$ cat config.mk
export PLATFORM = sky130hd
export DESIGN_NAME = uart_tx_fifo
export DESIGN_NICKNAME = d
export VERILOG_FILES = /design/src/rtl/uart_pkg.sv /design/src/rtl/sync_fifo.sv /design/src/rtl/uart_tx_fifo.sv
export SDC_FILE = /design/constraint.sdc
export NUM_CORES = 1
export LEC_CHECK = 0
export ABC_AREA = 1
export CAP_MARGIN = 10
export CELL_PAD_IN_SITES_DETAIL_PLACEMENT = 0
export CELL_PAD_IN_SITES_GLOBAL_PLACEMENT = 1
export CORE_MARGIN = 3
export CORE_UTILIZATION = 50
export DETAILED_ROUTE_END_ITERATION = 6
export HOLD_SLACK_MARGIN = 0.12
export PLACE_DENSITY = 0.88
export SLEW_MARGIN = 0
export SYNTH_ARGS = -nofsm -noshare
export SYNTH_HDL_FRONTEND = slang
export SYNTH_HIERARCHICAL = 1
export SYNTH_SLANG_ARGS = --single-unit
export TNS_END_PERCENT = 30
$ cat constraint.sdc
create_clock -name clk -period 5.3 [get_ports clk]
set_input_delay 1.06 -clock clk [delete_from_list [all_inputs] [get_ports clk]]
set_output_delay 1.06 -clock clk [all_outputs]
set_load 0.02 [all_outputs]
$ cat src/rtl/uart_pkg.sv
// Shared UART definitions: parity mode constants, framing FSM state
// encoding (shared with the receiver) and a parity helper.
package uart_pkg;

    localparam int PARITY_NONE = 0;
    localparam int PARITY_EVEN = 1;
    localparam int PARITY_ODD  = 2;

    typedef enum logic [2:0] {
        ST_IDLE,
        ST_START,
        ST_DATA,
        ST_PARITY,
        ST_STOP
    } uart_state_e;

    // Turns the XOR of the data bits into the transmitted parity bit.
    function automatic logic parity_bit(input logic data_xor, input int mode);
        return (mode == PARITY_ODD) ? ~data_xor : data_xor;
    endfunction

endpackage

$ cat src/rtl/sync_fifo.sv
// Single-clock FIFO with show-ahead read: rd_data always presents the
// oldest entry, so a pop and its data use happen on the same edge.
module sync_fifo #(
    parameter int DEPTH = 4,
    parameter int WIDTH = 8
) (
    input  logic                     clk,
    input  logic                     rst,
    input  logic                     wr_en,
    input  logic [WIDTH-1:0]         wr_data,
    input  logic                     rd_en,
    output logic [WIDTH-1:0]         rd_data,
    output logic                     full,
    output logic                     empty,
    output logic [$clog2(DEPTH):0]   count
);

    localparam int AW = $clog2(DEPTH);
    localparam logic [AW:0] DEPTH_CNT = (AW + 1)'(DEPTH);

    if (DEPTH < 2 || (DEPTH & (DEPTH - 1)) != 0) begin : g_bad_depth
        $error("sync_fifo: DEPTH must be a power of two and at least 2");
    end

    logic [WIDTH-1:0] mem_q [DEPTH];
    logic [AW-1:0]    wr_ptr_q, wr_ptr_d;
    logic [AW-1:0]    rd_ptr_q, rd_ptr_d;
    logic [AW:0]      count_q, count_d;
    logic             do_wr, do_rd;

    assign full    = (count_q == DEPTH_CNT);
    assign empty   = (count_q == '0);
    assign count   = count_q;
    assign rd_data = mem_q[rd_ptr_q];
    assign do_wr   = wr_en && !full;
    assign do_rd   = rd_en && !empty;

    // Next pointers and occupancy; simultaneous push and pop leave count alone.
    always_comb begin
        wr_ptr_d = wr_ptr_q;
        rd_ptr_d = rd_ptr_q;
        count_d  = count_q;
        if (do_wr) wr_ptr_d = wr_ptr_q + 1'b1;
        if (do_rd) rd_ptr_d = rd_ptr_q + 1'b1;
        if (do_wr && !do_rd)      count_d = count_q + 1'b1;
        else if (!do_wr && do_rd) count_d = count_q - 1'b1;
    end

    // Pointer/count registers; reset flushes the queue.
    always_ff @(posedge clk or posedge rst) begin
        if (rst) begin
            wr_ptr_q <= '0;
            rd_ptr_q <= '0;
            count_q  <= '0;
        end else begin
            wr_ptr_q <= wr_ptr_d;
            rd_ptr_q <= rd_ptr_d;
            count_q  <= count_d;
        end
    end

    // Storage needs no reset: entries are only read once written.
    always_ff @(posedge clk) begin
        if (do_wr) mem_q[wr_ptr_q] <= wr_data;
    end

endmodule

$ cat src/rtl/uart_tx_fifo.sv
// Parametrised UART transmitter with a transmit FIFO. Frames are sent
// back to back: the next word is popped on the final stop-bit edge.
module uart_tx_fifo
    import uart_pkg::*;
#(
    parameter int CLKS_PER_BIT = 12000000 / 9600,
    parameter int DATA_BITS    = 8,
    parameter int PARITY       = 0,
    parameter int STOP_BITS    = 1,
    parameter int FIFO_DEPTH   = 4
) (
    input  logic                          clk,
    input  logic                          rst,
    input  logic                          data_valid,
    input  logic [DATA_BITS-1:0]          byte_data,
    output logic                          ready,
    output logic [$clog2(FIFO_DEPTH):0]   fifo_count,
    output logic                          busy,
    output logic                          tx,
    output logic                          done
);

    localparam int CW = $clog2(CLKS_PER_BIT);
    localparam int IW = $clog2(DATA_BITS + 1);
    localparam logic [CW-1:0] LAST_CNT  = CW'(CLKS_PER_BIT - 1);
    localparam logic [CW-1:0] PRE_LAST  = CW'(CLKS_PER_BIT - 2);
    localparam logic [IW-1:0] LAST_DATA = IW'(DATA_BITS - 1);
    localparam logic [IW-1:0] LAST_STOP = IW'(STOP_BITS - 1);

    if (CLKS_PER_BIT < 2 || DATA_BITS < 5 || DATA_BITS > 9 || PARITY < 0 || PARITY > 2 ||
        (STOP_BITS != 1 && STOP_BITS != 2)) begin : g_bad_params
        $error("uart_tx_fifo: parameter out of range");
    end

    uart_state_e          state_q, state_d;
    logic [CW-1:0]        clk_cnt_q, clk_cnt_d;
    logic [IW-1:0]        bit_idx_q, bit_idx_d;
    logic [DATA_BITS-1:0] shift_q, shift_d;
    logic                 parity_q, parity_d;
    logic                 tx_q, tx_d;
    logic                 busy_q, busy_d;
    logic                 done_q, done_d;

    logic                 fifo_pop, fifo_empty, fifo_full;
    logic [DATA_BITS-1:0] fifo_rd_data;
    logic                 bit_end, last_stop, load;

    assign ready = ~fifo_full;
    assign tx    = tx_q;
    assign busy  = busy_q;
    assign done  = done_q;

    sync_fifo #(
        .DEPTH (FIFO_DEPTH),
        .WIDTH (DATA_BITS)
    ) u_fifo (
        .clk     (clk),
        .rst     (rst),
        .wr_en   (data_valid && ready),
        .wr_data (byte_data),
        .rd_en   (fifo_pop),
        .rd_data (fifo_rd_data),
        .full    (fifo_full),
        .empty   (fifo_empty),
        .count   (fifo_count)
    );

    // Framing FSM next-state: bit timing, shifting, parity and FIFO pops.
    always_comb begin
        state_d   = state_q;
        clk_cnt_d = clk_cnt_q;
        bit_idx_d = bit_idx_q;
        shift_d   = shift_q;
        parity_d  = parity_q;
        tx_d      = tx_q;
        busy_d    = busy_q;
        done_d    = 1'b0;
        fifo_pop  = 1'b0;
        load      = 1'b0;
        bit_end   = (clk_cnt_q == LAST_CNT);
        last_stop = (bit_idx_q == LAST_STOP);

        if (state_q != ST_IDLE) clk_cnt_d = bit_end ? '0 : clk_cnt_q + 1'b1;

        case (state_q)
            ST_IDLE: begin
                clk_cnt_d = '0;
                if (!fifo_empty) load = 1'b1;
            end
            ST_START: begin
                if (bit_end) begin
                    state_d   = ST_DATA;
                    bit_idx_d = '0;
                    tx_d      = shift_q[0];
                end
            end
            ST_DATA: begin
                if (bit_end) begin
                    if (bit_idx_q == LAST_DATA) begin
                        bit_idx_d = '0;
                        if (PARITY != PARITY_NONE) begin
                            state_d = ST_PARITY;
                            tx_d    = parity_q;
                        end else begin
                            state_d = ST_STOP;
                            tx_d    = 1'b1;
                        end
                    end else begin
                        bit_idx_d = bit_idx_q + 1'b1;
                        shift_d   = shift_q >> 1;
                        tx_d      = shift_q[1];
                    end
                end
            end
            ST_PARITY: begin
                if (bit_end) begin
                    state_d   = ST_STOP;
                    bit_idx_d = '0;
                    tx_d      = 1'b1;
                end
            end
            ST_STOP: begin
                // done is registered, so raise it one edge early to land on the last cycle
                if (last_stop && clk_cnt_q == PRE_LAST) done_d = 1'b1;
                if (bit_end) begin
                    if (!last_stop) begin
                        bit_idx_d = bit_idx_q + 1'b1;
                    end else if (!fifo_empty) begin
                        load = 1'b1;
                    end else begin
                        state_d = ST_IDLE;
                        busy_d  = 1'b0;
                    end
                end
            end
            default: state_d = ST_IDLE;
        endcase

        if (load) begin
            fifo_pop  = 1'b1;
            shift_d   = fifo_rd_data;
            parity_d  = parity_bit(^fifo_rd_data, PARITY);
            tx_d      = 1'b0;
            busy_d    = 1'b1;
            state_d   = ST_START;
            clk_cnt_d = '0;
        end
    end

    // Framing FSM registers; reset returns the line to idle-high at once.
    always_ff @(posedge clk or posedge rst) begin
        if (rst) begin
            state_q   <= ST_IDLE;
            clk_cnt_q <= '0;
            bit_idx_q <= '0;
            shift_q   <= '0;
            parity_q  <= 1'b0;
            tx_q      <= 1'b1;
            busy_q    <= 1'b0;
            done_q    <= 1'b0;
        end else begin
            state_q   <= state_d;
            clk_cnt_q <= clk_cnt_d;
            bit_idx_q <= bit_idx_d;
            shift_q   <= shift_d;
            parity_q  <= parity_d;
            tx_q      <= tx_d;
            busy_q    <= busy_d;
            done_q    <= done_d;
        end
    end

endmodule

; ---- After elaboration in Yosys (flattened, before gate mapping)
; Memory sizes are Yosys's and may differ from the RTL's.
; Cells that the tools add are included.
[totals]
register_bits = 36
mem_bits_ro = 0
elab_cells = 113
memories = 1
ram_bits = 32
latch_bits = 0
[classes]
eq_ne = 21
n_reduce_logical = 29
div_mod_pow = 0
mul = 0
n_shift = 0
magnitude_cmp = 0
muxes = 45
n_bitwise = 1
addsub = 6
[mem_list]
columns = memory, depth, width, read_ports, rd_ports_with_merged_regs, wr, line
row1 = u_fifo.mem_q, 4, 8, 1, 0, 1, sync_fifo.sv:25  ; logic [WIDTH-1:0] mem_q [DEPTH];
[ops]
columns = cell, count
row1 = two-way mux 11 bit, 4
row2 = two-way mux 8 bit, 4
row3 = two-way mux 3 bit, 10
row4 = "equality test 11 bit, second input constant", 2
row5 = "inequality test 3 bit, second input constant", 7
row6 = two-way mux 4 bit, 5
row7 = two-way mux 1 bit, 18
row8 = one-hot mux 3 bit (5 select lines), 1
row9 = one-hot mux 4 bit (3 select lines), 1
row10 = nonzero test 2 bit, 6
row11 = "adder 11 x 1 -> 11 bit, second input constant", 1
row12 = "inequality test 2 bit, second input constant", 5
row13 = nonzero test 3 bit, 3
row14 = AND reduction 4 bit, 2
row15 = AND reduction 8 bit, 1
row16 = "equality test 3 x 2 -> 1 bit, second input constant", 2
row17 = "equality test 3 bit, second input constant", 2
row18 = logical AND 1 bit, 6
row19 = zero test 3 bit, 2
row20 = AND reduction 5 bit, 1
row21 = "adder 2 x 1 -> 2 bit, second input constant", 2
row22 = "adder 4 x 1 -> 4 bit, second input constant", 1
row23 = "equality test 4 x 3 -> 1 bit, second input constant", 1
row24 = zero test 1 bit, 4
row25 = other kinds (11), 11

; ---- Depth between registers and ports, before layout
; Gate-level depths: netlist of run 1.
[logic_depth]
depth_word = 10
depth_mapped = 17

; ---- By module
; The synthesis of run 1 kept the hierarchy.
[by_module_without_submodules]
columns = mod, seq_area_each_um2, n_inst, cells_per_inst, area_per_inst_um2
row1 = sync_fifo, 1136.1, 1, 155, 1737.9
row2 = uart_tx_fifo, 726.9, 1, 209, 1617.8

; ---- Worst setup path after synthesis of run 1
; OpenSTA, ideal clock, no wires.
[synth_timing]
path_type = in2reg
startpoint = in data_valid
endpoint = reg u_fifo.count_q[2] (netlist: u_fifo/count[2])
setup_slack_ns = 2.923
setup_time_ns = 0.117
arrival_time_ns = 2.260
required_ns = 5.183
n_path_buf = 0
path_stages = 11
path_cell_list = inv_1 > nor2_1 > nand2_1 > inv_1 > ha_1 > inv_1 > fa_1 > nand2_1 > nand3_1 > nand2_1 > nand2_1
[synth_via]
elab_chain_len = 5
elab_cells_between_ends = 7
[synth_rtl]
columns = element, line
row1 = start: declaration, uart_tx_fifo.sv:14  ; input logic data_valid,
row2 = logical AND 1 bit *, uart_tx_fifo.sv:59  ; .wr_en (data_valid && ready),
row3 = logical AND 1 bit *, sync_fifo.sv:35  ; assign do_wr = wr_en && !full;
row4 = named net u_fifo.do_wr, sync_fifo.sv:29  ; logic do_wr, do_rd;
row5 = zero test 1 bit, sync_fifo.sv:46  ; else if (!do_wr && do_rd) count_d = count_q - 1'b1;
row6 = logical AND 1 bit, sync_fifo.sv:46
row7 = nonzero test 2 bit (no line), -
row8 = end signal: assignment, sync_fifo.sv:58  ; count_q <= count_d;
row9 = end: declaration, sync_fifo.sv:28  ; logic [AW:0] count_q, count_d;
; The timed path passes the listed nets; every way through them passes the cells marked *.
; A chain may end at the register's enable or synchronous reset.

; ---- Worst setup path in the final report of run 1
[layout_timing]
startpoint = reg u_fifo.count_q[0] (netlist: u_fifo/count[0])
endpoint = out ready
[layout_via]
elab_chain_len = 2
[layout_rtl]
columns = element, line
row1 = equality test 3 bit, sync_fifo.sv:31  ; assign full = (count_q == DEPTH_CNT);
row2 = named net fifo_full, uart_tx_fifo.sv:44  ; logic fifo_pop, fifo_empty, fifo_full;
row3 = NOT 1 bit, uart_tx_fifo.sv:48  ; assign ready = ~fifo_full;
row4 = end: declaration, uart_tx_fifo.sv:16  ; output logic ready,
; The timed path passes the listed nets, and every way through them passes these cells.

==> impl_metrics.ini, run 1 <==
[detailed_routing]
drt-pass1-iter-count = 4
wl_per_cell_um = 12.26
vias_per_cell = 4.977
drt_iter0_markers = 177
num_vias = 2334
ant_nets = 0
drt-total-wl_mm = 5.751
route.detailed.drc = 0

[grt]
track_usage = 0.1726
grt_pass1_vias = 2266
grt_pass1_wl_mm = 10.23
grt_max_degree = 34
antenna_found_initial = 0
gr-usage-met3 = 0.03951
use_met1 = 0.2244
met2_usage = 0.2753
overflow = 0
gr-max-usage-layer = met2

[sta]
skew_ns = 0.008190
slew_headroom = 0.5674
rsz0062_at_grt = false
fmax_mhz = 358.7
slew_violations = 0
final.setup.tns_ns = 0
worst_slack_ns = 2.512
finalCritPeriodShare = 0.5261
setup_viol = 0
tightest_slew_ns = 0.6465
fin_crit_ns = 2.788
finalHoldViolations = 0

[clock_network]
post-cts-setup-buffers = 0
clock-sinks = 68
clock_path_buffers = 2
clkTransAtPathRegs_ns = 0.07
cts_tree = built
clock_latency_ns = 0.34
cts_made_buffers = 9
postCtsHoldBufs = 0
cts-htree-levels = 3
clockRootBuffer = clkbuf_8
ctsResizeCount = 0

[setup_path]
reg2reg_depth = 14
reg2reg_to = u_fifo/count[1]
crit_slowest_cell = clkdlybuf4s50_1
crit_arrival_ns = 1.73
critPathKind = reg2out
path_cells = inv_1, nand3_1, inv_1, inv_1, clkdlybuf4s50_1
cp_common_cell = inv_1
cp-startpoint = u_fifo/count[0]
crit_end = ready
required_ns = 4.24
crit_path_end_kind = primary output
cpPeakStageDelay_ns = 0.59
rr_startpoint = bit_idx_q[1]
critPathMaxFanout = 4
r2r_slack_ns = 2.70
critPathLaunchType = flop

[synthesis]
async_flop_share = 0.5294
synth-compound-area-share = 0.06637
syn_nets = 386
synth_seq_cells = 68
avgSynthCellArea_um2 = 9.219
seq_area_frac_synth = 0.5552
netlist_instances = 364
yosys-mux-area-fraction = 0
synth-xor-area-share = 0.01305
synthAdderAreaFrac = 0.04325
ys_warn_count = 6
synth_edf_count = 32
synth_cell_types = 31
synth-simple-area-share = 0.2304
synth_top_area_frac = 0.2864
yosys-top-cells-area = edfxtp_1 29%, dfrtp_1 26%, nand2_1 9.6%, inv_1 6.7%, nand3_1 4.8%
syn_area_um2 = 3356
synth_top_area_cell = edfxtp_1
synthFlopType = dfrtp_1
synth_top_family_by_area = simple AND/OR/NAND/NOR gates

[floorplan]
num_rows = 29
die_y_um = 87.93
dieArea_um2 = 7731
core_um2 = 6422
initial_core_util = 0.5225
io_pins = 18
dieWidth_um = 87.93

[layout]
postLayoutCellArea_um2 = 3787
diodes = 0
fin_util = 0.5897
final_cell_mix = 86 x nand2_1, 60 x inv_1, 35 x dfrtp_1, 33 x nor2_1
drive_gt1_frac = 0.08418
fin_nets = 410
area_delta_synth_final_pct = 12.86
layout_commonest_cell = nand2_1

[status]
outcome = completed

[pwr]
leakage_nw = 1.680
p_int_w = 0.0009759
seqPwrFrac = 0.487
p_sw_w = 0.0003814
power.density_nw_per_um2 = 358.4
switching_share = 0.2810
pwr-share-clk = 0.343
p_comb_frac = 0.171
total_power_w = 0.001357
ir_worst_vdd_mv = 0.2568

[hold_path]
hold_class = reg2reg

[placement]
post-place-ws_ns = 2.315
gp_congestion = 0.8315
dpl.hpwl_mm = 4.112
postPlaceCellArea_um2 = 3575
port-buffer-count = 17

[run]
max-cap-violations = 0
[final cells by class]
class,instances,area [um^2]
fill,570,2635
sequential,68,1863
multi-input combinational,225,1185
inverter,66,252.7
timing repair buffer,18,177.7
clock buffer,9,123.9
tap,77,96.34
clock inverter,6,88.84
[worst max-delay path: cells and delay by family, from the launching register on]
kind / cells / cell delay, ns
buf+inv: 4 / 0.81
flops: 1 / 0.42
simple gates: 1 / 0.16
[synthesized netlist by cell type, types with 2 or more instances]
library cell,number
a21oi_1,7
buf_6,3
dfrtp_1,35
edfxtp_1,32
ha_1,10
inv_1,60
inv_2,4
inv_4,2
nand2_1,86
nand2_2,3
nand3_1,32
nand3_2,2
nand4_1,4
nor2_1,33
nor2_4,3
nor3_1,6
nor3b_1,3
o211ai_1,16
o21ai_0,7
o21ai_1,2
xor2_1,4
[power groups by stage]
| stage | Sequential [W] | Combinational (W) | Clock, W |
|---|---|---|---|
| after floorplan | 0.000677 | 0.000142 | 0 |
| after global placement | 0.000671 | 0.000222 | 0 |
| after detailed placement | 0.000673 | 0.000230 | 0 |
| after CTS | 0.000662 | 0.000234 | 0.000476 |
| after global routing | 0.000670 | 0.000261 | 0.000498 |
| final | 0.000661 | 0.000232 | 0.000465 |
[kinds of logic (layout without fill, tap and decap cells)]
logic type | count (synthesis) | count (layout)
buf+inv | 71 | 99
fa+ha+maj | 11 | 11
simple gates | 174 | 174
compound gates | 35 | 35
flops | 68 | 68
xor+xnor | 5 | 5
[registers in the layout, indices dropped and copies added, names as in the netlist, 2 cells and up]
name             cells
u_fifo/rd_ptr_q      2
u_fifo/mem_q        32
shift_q              8
state_q              3
u_fifo/wr_ptr_q      2
clk_cnt_q           11
bit_idx_q            4
u_fifo/count         3
[metal layers]
| layer | vias to the layer above | part of all wire |
|---|---|---|
| met4 | 0 | 0.019 |
| met1 | 1059 | 0.50 |
| met2 | 38 | 0.45 |
| li1 | 1226 | - |
| met3 | 11 | 0.028 |
| met5 | - | 0 |
[per-stage QoR]
step	hold WS (ns)	cells
5_1_grt	0.5334	469
6_report	0.5031	469
2_1_floorplan	0.4660	364
4_1_cts	0.5084	469
3_3_place_gp	0.4744	454
3_5_place_dp	0.4860	454
[how the worst min path moves through the flow]
| stage | slack, ns | cells after the start | to | start |
|---|---|---|---|---|
| final | 0.50 | 2 | shift_q[1] | shift_q[2] |
| after global routing | 0.53 | 2 | busy | busy |
| after CTS | 0.51 | 2 | busy | busy |
| after detailed placement | 0.49 | 2 | shift_q[5] | shift_q[6] |
| after global placement | 0.47 | 2 | shift_q[1] | shift_q[2] |
| after floorplan | 0.47 | 2 | shift_q[1] | shift_q[2] |
Power figures use the tool's default switching activity.
==> inputs of run 2 (changes only) <==
CORE_UTILIZATION = 42   (was 50)
PLACE_DENSITY = 0.79   (was 0.88)
clock period = 2.5 ns   (was 5.3 ns; I/O delays follow)
==> run 2 against run 1 <==
Effect of this change: die area rose by 18%; setup slack lost 2.3 ns; design area rose by 2.9%; combinational power increased by 130%; sequential power increased by 110%; power grew 120%; count of clock-buffer cells in the layout unchanged.
==> impl_metrics.ini, run 2 (synthesis results as in run 1) <==
[sta]
worst_slack_ns = 0.2288
fmax_mhz = 440.3
fin_crit_ns = 2.271
setup_viol = 0
finalHoldViolations = 0
slew_violations = 0
skew_ns = 0.006645
final.setup.tns_ns = 0
finalCritPeriodShare = 0.9085
tightest_slew_ns = 0.5483
rsz0062_at_grt = false
slew_headroom = 0.6320

[floorplan]
io_pins = 18
dieArea_um2 = 9098
num_rows = 31
initial_core_util = 0.4483
die_y_um = 95.39
dieWidth_um = 95.39
core_um2 = 7486

[placement]
post-place-ws_ns = 0.1726
gp_congestion = 0.7622
port-buffer-count = 17
dpl.hpwl_mm = 4.220

[setup_path]
path_cells = inv_1, ha_1, nand3_1, nor2_4, nand3_2, nand2_1, nand2_2, inv_4, nand2_1, ha_1, inv_1, fa_1, nand2_1, o21ai_0
critPathMaxFanout = 5
cpPeakStageDelay_ns = 0.42
critPathKind = reg2reg
crit_arrival_ns = 2.51
crit_path_end_kind = flop
crit_family = adder cells
cp.buffers_inverters = 3
required_ns = 2.73
cp_common_cell = nand2_1
critPathLaunchType = flop
crit_slowest_cell = dfrtp_1

[layout]
fillers = 693
top_regs = u_fifo/mem_q x32, clk_cnt_q x11, shift_q x8
top_register = u_fifo/mem_q
drive_gt1_frac = 0.1070
layout_commonest_cell = nand2_1
largest_register_ffs = 32
final_cell_mix = 86 x nand2_1, 60 x inv_1, 35 x dfrtp_1, 33 x nor2_1
diodes = 0
fin_nets = 419
area_delta_synth_final_pct = 16.18

[pwr]
p_int_w = 0.002118
seqPwrFrac = 0.470
ir_worst_vdd_mv = 0.4330
total_power_w = 0.002971
pwr-share-clk = 0.352
power.density_nw_per_um2 = 762.0
p_sw_w = 0.0008527
switching_share = 0.2870
p_comb_frac = 0.178
leakage_nw = 1.737

[detailed_routing]
drt-total-wl_mm = 5.950
num_vias = 2412
ant_nets = 0
vias_per_cell = 4.814
wl_per_cell_um = 11.88
drt_iter0_markers = 94
route.detailed.drc = 0
drt-pass1-iter-count = 4

[hold_path]
hold_class = in2async

[grt]
grt_max_degree = 34
gr-usage-met3 = 0.03552
grt_pass1_vias = 2274
use_met1 = 0.1851
overflow = 0
track_usage = 0.1471
antenna_found_initial = 0
grt_pass1_wl_mm = 10.28
gr-max-usage-layer = met2
met2_usage = 0.2420

[clock_network]
ctsResizeCount = 0
clock-sinks = 68
post-cts-setup-buffers = 0
cts-htree-levels = 3
clock_path_buffers = 2
cts_tree = built
postCtsHoldBufs = 0
cts_made_buffers = 9
clkTransAtPathRegs_ns = 0.08
clockRootBuffer = clkbuf_8
clock_latency_ns = 0.34

[status]
outcome = completed

[run]
max-cap-violations = 0
==> run 2: cell types whose count changed in the layout (fill, tap and decap cells not counted) <==
| cell | before | now |
|---|---|---|
| buf_4 | 1 | 10 |
| clkinvlp_4 | 2 | 1 |
| inv_6 | 1 | 3 |
| inv_8 | 0 | 1 |
| clkinv_2 | 1 | 0 |
==> run 2: routing by layer <==
metal | vias up | share of wire
li1 | 1245 | -
met1 | 1125 | 0.49
met2 | 30 | 0.47
met3 | 12 | 0.027
met4 | 0 | 0.016
met5 | - | 0
==> run 2: path summary, 6_finish.rpt <==
| path | start | end | slack, ns | depth (start not counted) |
|---|---|---|---|---|
| min reg2reg | shift_q[4] | shift_q[3] | 0.51 | 2 |
| min in group clk | shift_q[4] | shift_q[3] | 0.51 | 2 |
| max in group asynchronous | rst | tx | 1.64 | 3 |
| max | bit_idx_q[0] | u_fifo/count[1] | 0.23 | 14 |
| min | rst | u_fifo/count[1] | 0.41 | 2 |
| max reg2reg | bit_idx_q[0] | u_fifo/count[1] | 0.23 | 14 |
==> run 2: worst reg2reg max path: cells and delay by family, from the launching register on <==
kind                       cells  cell delay (ns)
adders and majority gates      3             0.76
and+or+nand+nor                7             0.70
DFF                            1             0.42
buffers and inverters          3             0.21
AOI/OAI and AO/OA              1             0.06
==> run 2: power by group through the flow <==
stage	Sequential, W	Clock [W]	Combinational (W)
global route	0.00141	0.00112	0.000591
detailed placement	0.00142	0	0.000539
CTS	0.00140	0.00107	0.000538
floorplan	0.00144	0	0.000300
finish	0.00140	0.00104	0.000529
global placement	0.00142	0	0.000521
==> run 2: area by class of cell <==
class,count,area (um^2),share of cell area
Sequential cell,68,1863,0.4779
Multi-Input combinational cell,225,1185,0.3039
Inverter,66,252.7,0.06483
Timing Repair Buffer,27,245.2,0.06290
Clock buffer,9,123.9,0.03177
Tap cell,99,123.9,0.03177
Clock inverter,7,105.1,0.02696
==> run 2: through the flow <==
step	area [um^2]	cells	util	hold slack [ns]
4_1_cts	3899	501	0.5208	0.4107
6_report	3899	501	0.5208	0.4078
2_1_floorplan	3356	364	-	0.3034
3_3_place_gp	3670	485	0.4902	0.4773
5_1_grt	3899	501	0.5208	0.4206
3_5_place_dp	3670	485	0.4902	0.4894
==> inputs of run 3 (changes only) <==
SYNTH_HIERARCHICAL = default   (was 1)
==> run 3 against run 2 <==
Effect of this change: count of clock-buffer cells in the layout unchanged; synthesized area down 3.4%; hold slack better by 0.097 ns; setup slack better by 0.0069 ns; clock power down 9%; non-clock buffer count down 3; routed wire length down 0.77%; critical path type unchanged.
==> impl_metrics.ini, run 3 <==
[status]
outcome = completed

[sta]
skew_ns = 0.01119
tightest_slew_ns = 0.4795
fmax_mhz = 441.7
setup_viol = 0
finalHoldViolations = 0
fin_crit_ns = 2.264
hold_ws_ns = 0.5046
slew_headroom = 0.6800
finalCritPeriodShare = 0.9057
slew_violations = 0
final.setup.tns_ns = 0
rsz0062_at_grt = false

[setup_path]
cp.buffers_inverters = 3
critPathLaunchType = flop
cp_common_cell = inv_1
required_ns = 2.72
crit_path_end_kind = flop
crit_family = adder cells
critPathMaxFanout = 4
crit_slowest_cell = fa_1
crit_arrival_ns = 2.48
critPathKind = reg2reg
path_cells = inv_1, ha_1, inv_1, nor3_4, nand3_1, nand2_1, nand2_4, ha_1, inv_1, fa_1, nor2_1, a21oi_1
cpPeakStageDelay_ns = 0.41

[grt]
antenna_found_initial = 0
grt_pass1_wl_mm = 10.24
grt_max_degree = 37
grt_pass1_vias = 2162
overflow = 0
track_usage = 0.1495

[synthesis]
synth_top_area_frac = 0.2964
syn_area_um2 = 3242
netlist_instances = 342
seq_area_frac_synth = 0.5747
synthFlopType = dfrtp_1
synth.top_cells.by_count = 71 x nor2_1, 65 x nand2_1, 38 x inv_1, 35 x dfrtp_1, 32 x edfxtp_1
yosys-top-cells-area = edfxtp_1 30%, dfrtp_1 27%, nor2_1 8.2%, nand2_1 7.5%, inv_1 4.4%
ys_warn_count = 0
async_flop_share = 0.5294
synth_top_area_cell = edfxtp_1
synth_cell_types = 31
syn_nets = 364
synth_edf_count = 32
yosysMostFrequentCell = nor2_1
synth_seq_cells = 68
avgSynthCellArea_um2 = 9.479

[floorplan]
initial_core_util = 0.4399
dieArea_um2 = 8809
io_pins = 18
die_y_um = 93.86
core_um2 = 7370
dieWidth_um = 93.86
num_rows = 31

[detailed_routing]
drt-pass1-iter-count = 5
drt_iter0_markers = 155
num_vias = 2280
ant_nets = 0
vias_per_cell = 4.800
route.detailed.drc = 0
wl_per_cell_um = 12.43
drt-total-wl_mm = 5.904

[clock_network]
clockRootBuffer = clkbuf_8
ctsResizeCount = 0
clock-sinks = 68
clock_path_buffers = 2
postCtsHoldBufs = 0
clock_latency_ns = 0.34
cts_made_buffers = 9
clkTransAtPathRegs_ns = 0.08
post-cts-setup-buffers = 0
cts-htree-levels = 3
cts_tree = built

[layout]
drive_gt1_frac = 0.09840
area_delta_synth_final_pct = 15.82
fin_util = 0.5095
top_regs = u_fifo.mem_q x32, clk_cnt_q x11, shift_q x8
largest_register_ffs = 32
final_cell_mix = 71 x nor2_1, 65 x nand2_1, 38 x inv_1, 35 x dfrtp_1, 32 x edfxtp_1
layoutNonFillerInstCount = 475
diodes = 0
top_register = u_fifo.mem_q
layout_commonest_cell = nor2_1
fin_nets = 393
postLayoutCellArea_um2 = 3755

[placement]
placed_cells = 459
postPlaceCellArea_um2 = 3548
port-buffer-count = 17
gp_congestion = 0.7873
dpl.hpwl_mm = 4.060

[pwr]
ir_worst_vdd_mv = 0.5021
leakage_nw = 1.584
power.density_nw_per_um2 = 737.8

[run]
max-cap-violations = 0

[hold_path]
hold_class = reg2reg
[run 3: cell types whose count changed in the layout (fill, tap and decap cells not counted), moves of 9 or more]
cell	delta
nor2_1	+38
inv_1	-22
nand2_1	-21
nand3_1	-16
o211ai_1	-16
o21ai_0	+14
o22ai_1	+9
[run 3: layout make-up]
type / count / area [um^2]
fill: 695 / 3615
sequential: 68 / 1863
multi-input combinational: 228 / 1189
timing repair buffer: 24 / 222.7
inverter: 40 / 150.1
clock buffer: 9 / 123.9
tap: 99 / 123.9
clock inverter: 7 / 82.58
[run 3: worst register-to-register path, cell delays in order, from the launching register on]
cell and delay [ns]:
dfrtp_1 0.40, inv_1 0.12, ha_1 0.15, inv_1 0.06
nor3_4 0.21, nand3_1 0.17, nand2_1 0.14, nand2_4 0.05
ha_1 0.19, inv_1 0.10, fa_1 0.41, nor2_1 0.10
a21oi_1 0.05
[run 3: report_power, final]
group	switching [W]	leakage, nW	internal (W)
registers	0.0000644	0.737	0.00133
logic	0.000259	0.741	0.000179
clock network	0.000464	0.105	0.000478
[run 3: per-layer routing]
metal | vias up | part of all wire | global-route usage | routed length (um)
li1 | 1169 | - | - | -
met1 | 1066 | 0.50 | 0.2049 | 2961
met2 | 39 | 0.45 | 0.2277 | 2674
met3 | 6 | 0.036 | 0.04567 | 210
met4 | 0 | 0.0097 | 0.04693 | 57
met5 | - | 0 | 0 | 0
[run 3: kinds of logic (layout without fill, tap and decap cells)]
logic type,Yosys count,count (layout),share of synthesized area
XOR/XNOR,9,9,0.02432
AND/OR/NAND/NOR,170,170,0.2293
buffers and inverters,46,80,0.05867
AO/OA/AOI/OAI,38,38,0.06832
flip-flops,68,68,0.5747
adder cells (fa/ha/maj),11,11,0.04477
[run 3: worst paths after layout]
kind,startpoint,end,slack [ns],depth (start not counted)
worst max-delay path,clk_cnt_q[1],u_fifo.count[1],0.24,12
max in group asynchronous,rst,tx,1.58,3
worst min register to register,shift_q[7],shift_q[7],0.50,2
worst max register to register,clk_cnt_q[1],u_fifo.count[1],0.24,12
worst min-delay path,shift_q[7],shift_q[7],0.50,2
min in group asynchronous,rst,clk_cnt_q[3],0.57,3
[run 3: per-stage QoR]
step / worst slack (ns) / power, W
6_report: 0.2358 / 0.002770
5_1_grt: 0.06449 / 0.002920
2_1_floorplan: 0.3035 / 0.001667
3_3_place_gp: 0.3001 / 0.001851
4_1_cts: 0.2425 / 0.002808
3_5_place_dp: 0.2441 / 0.001859
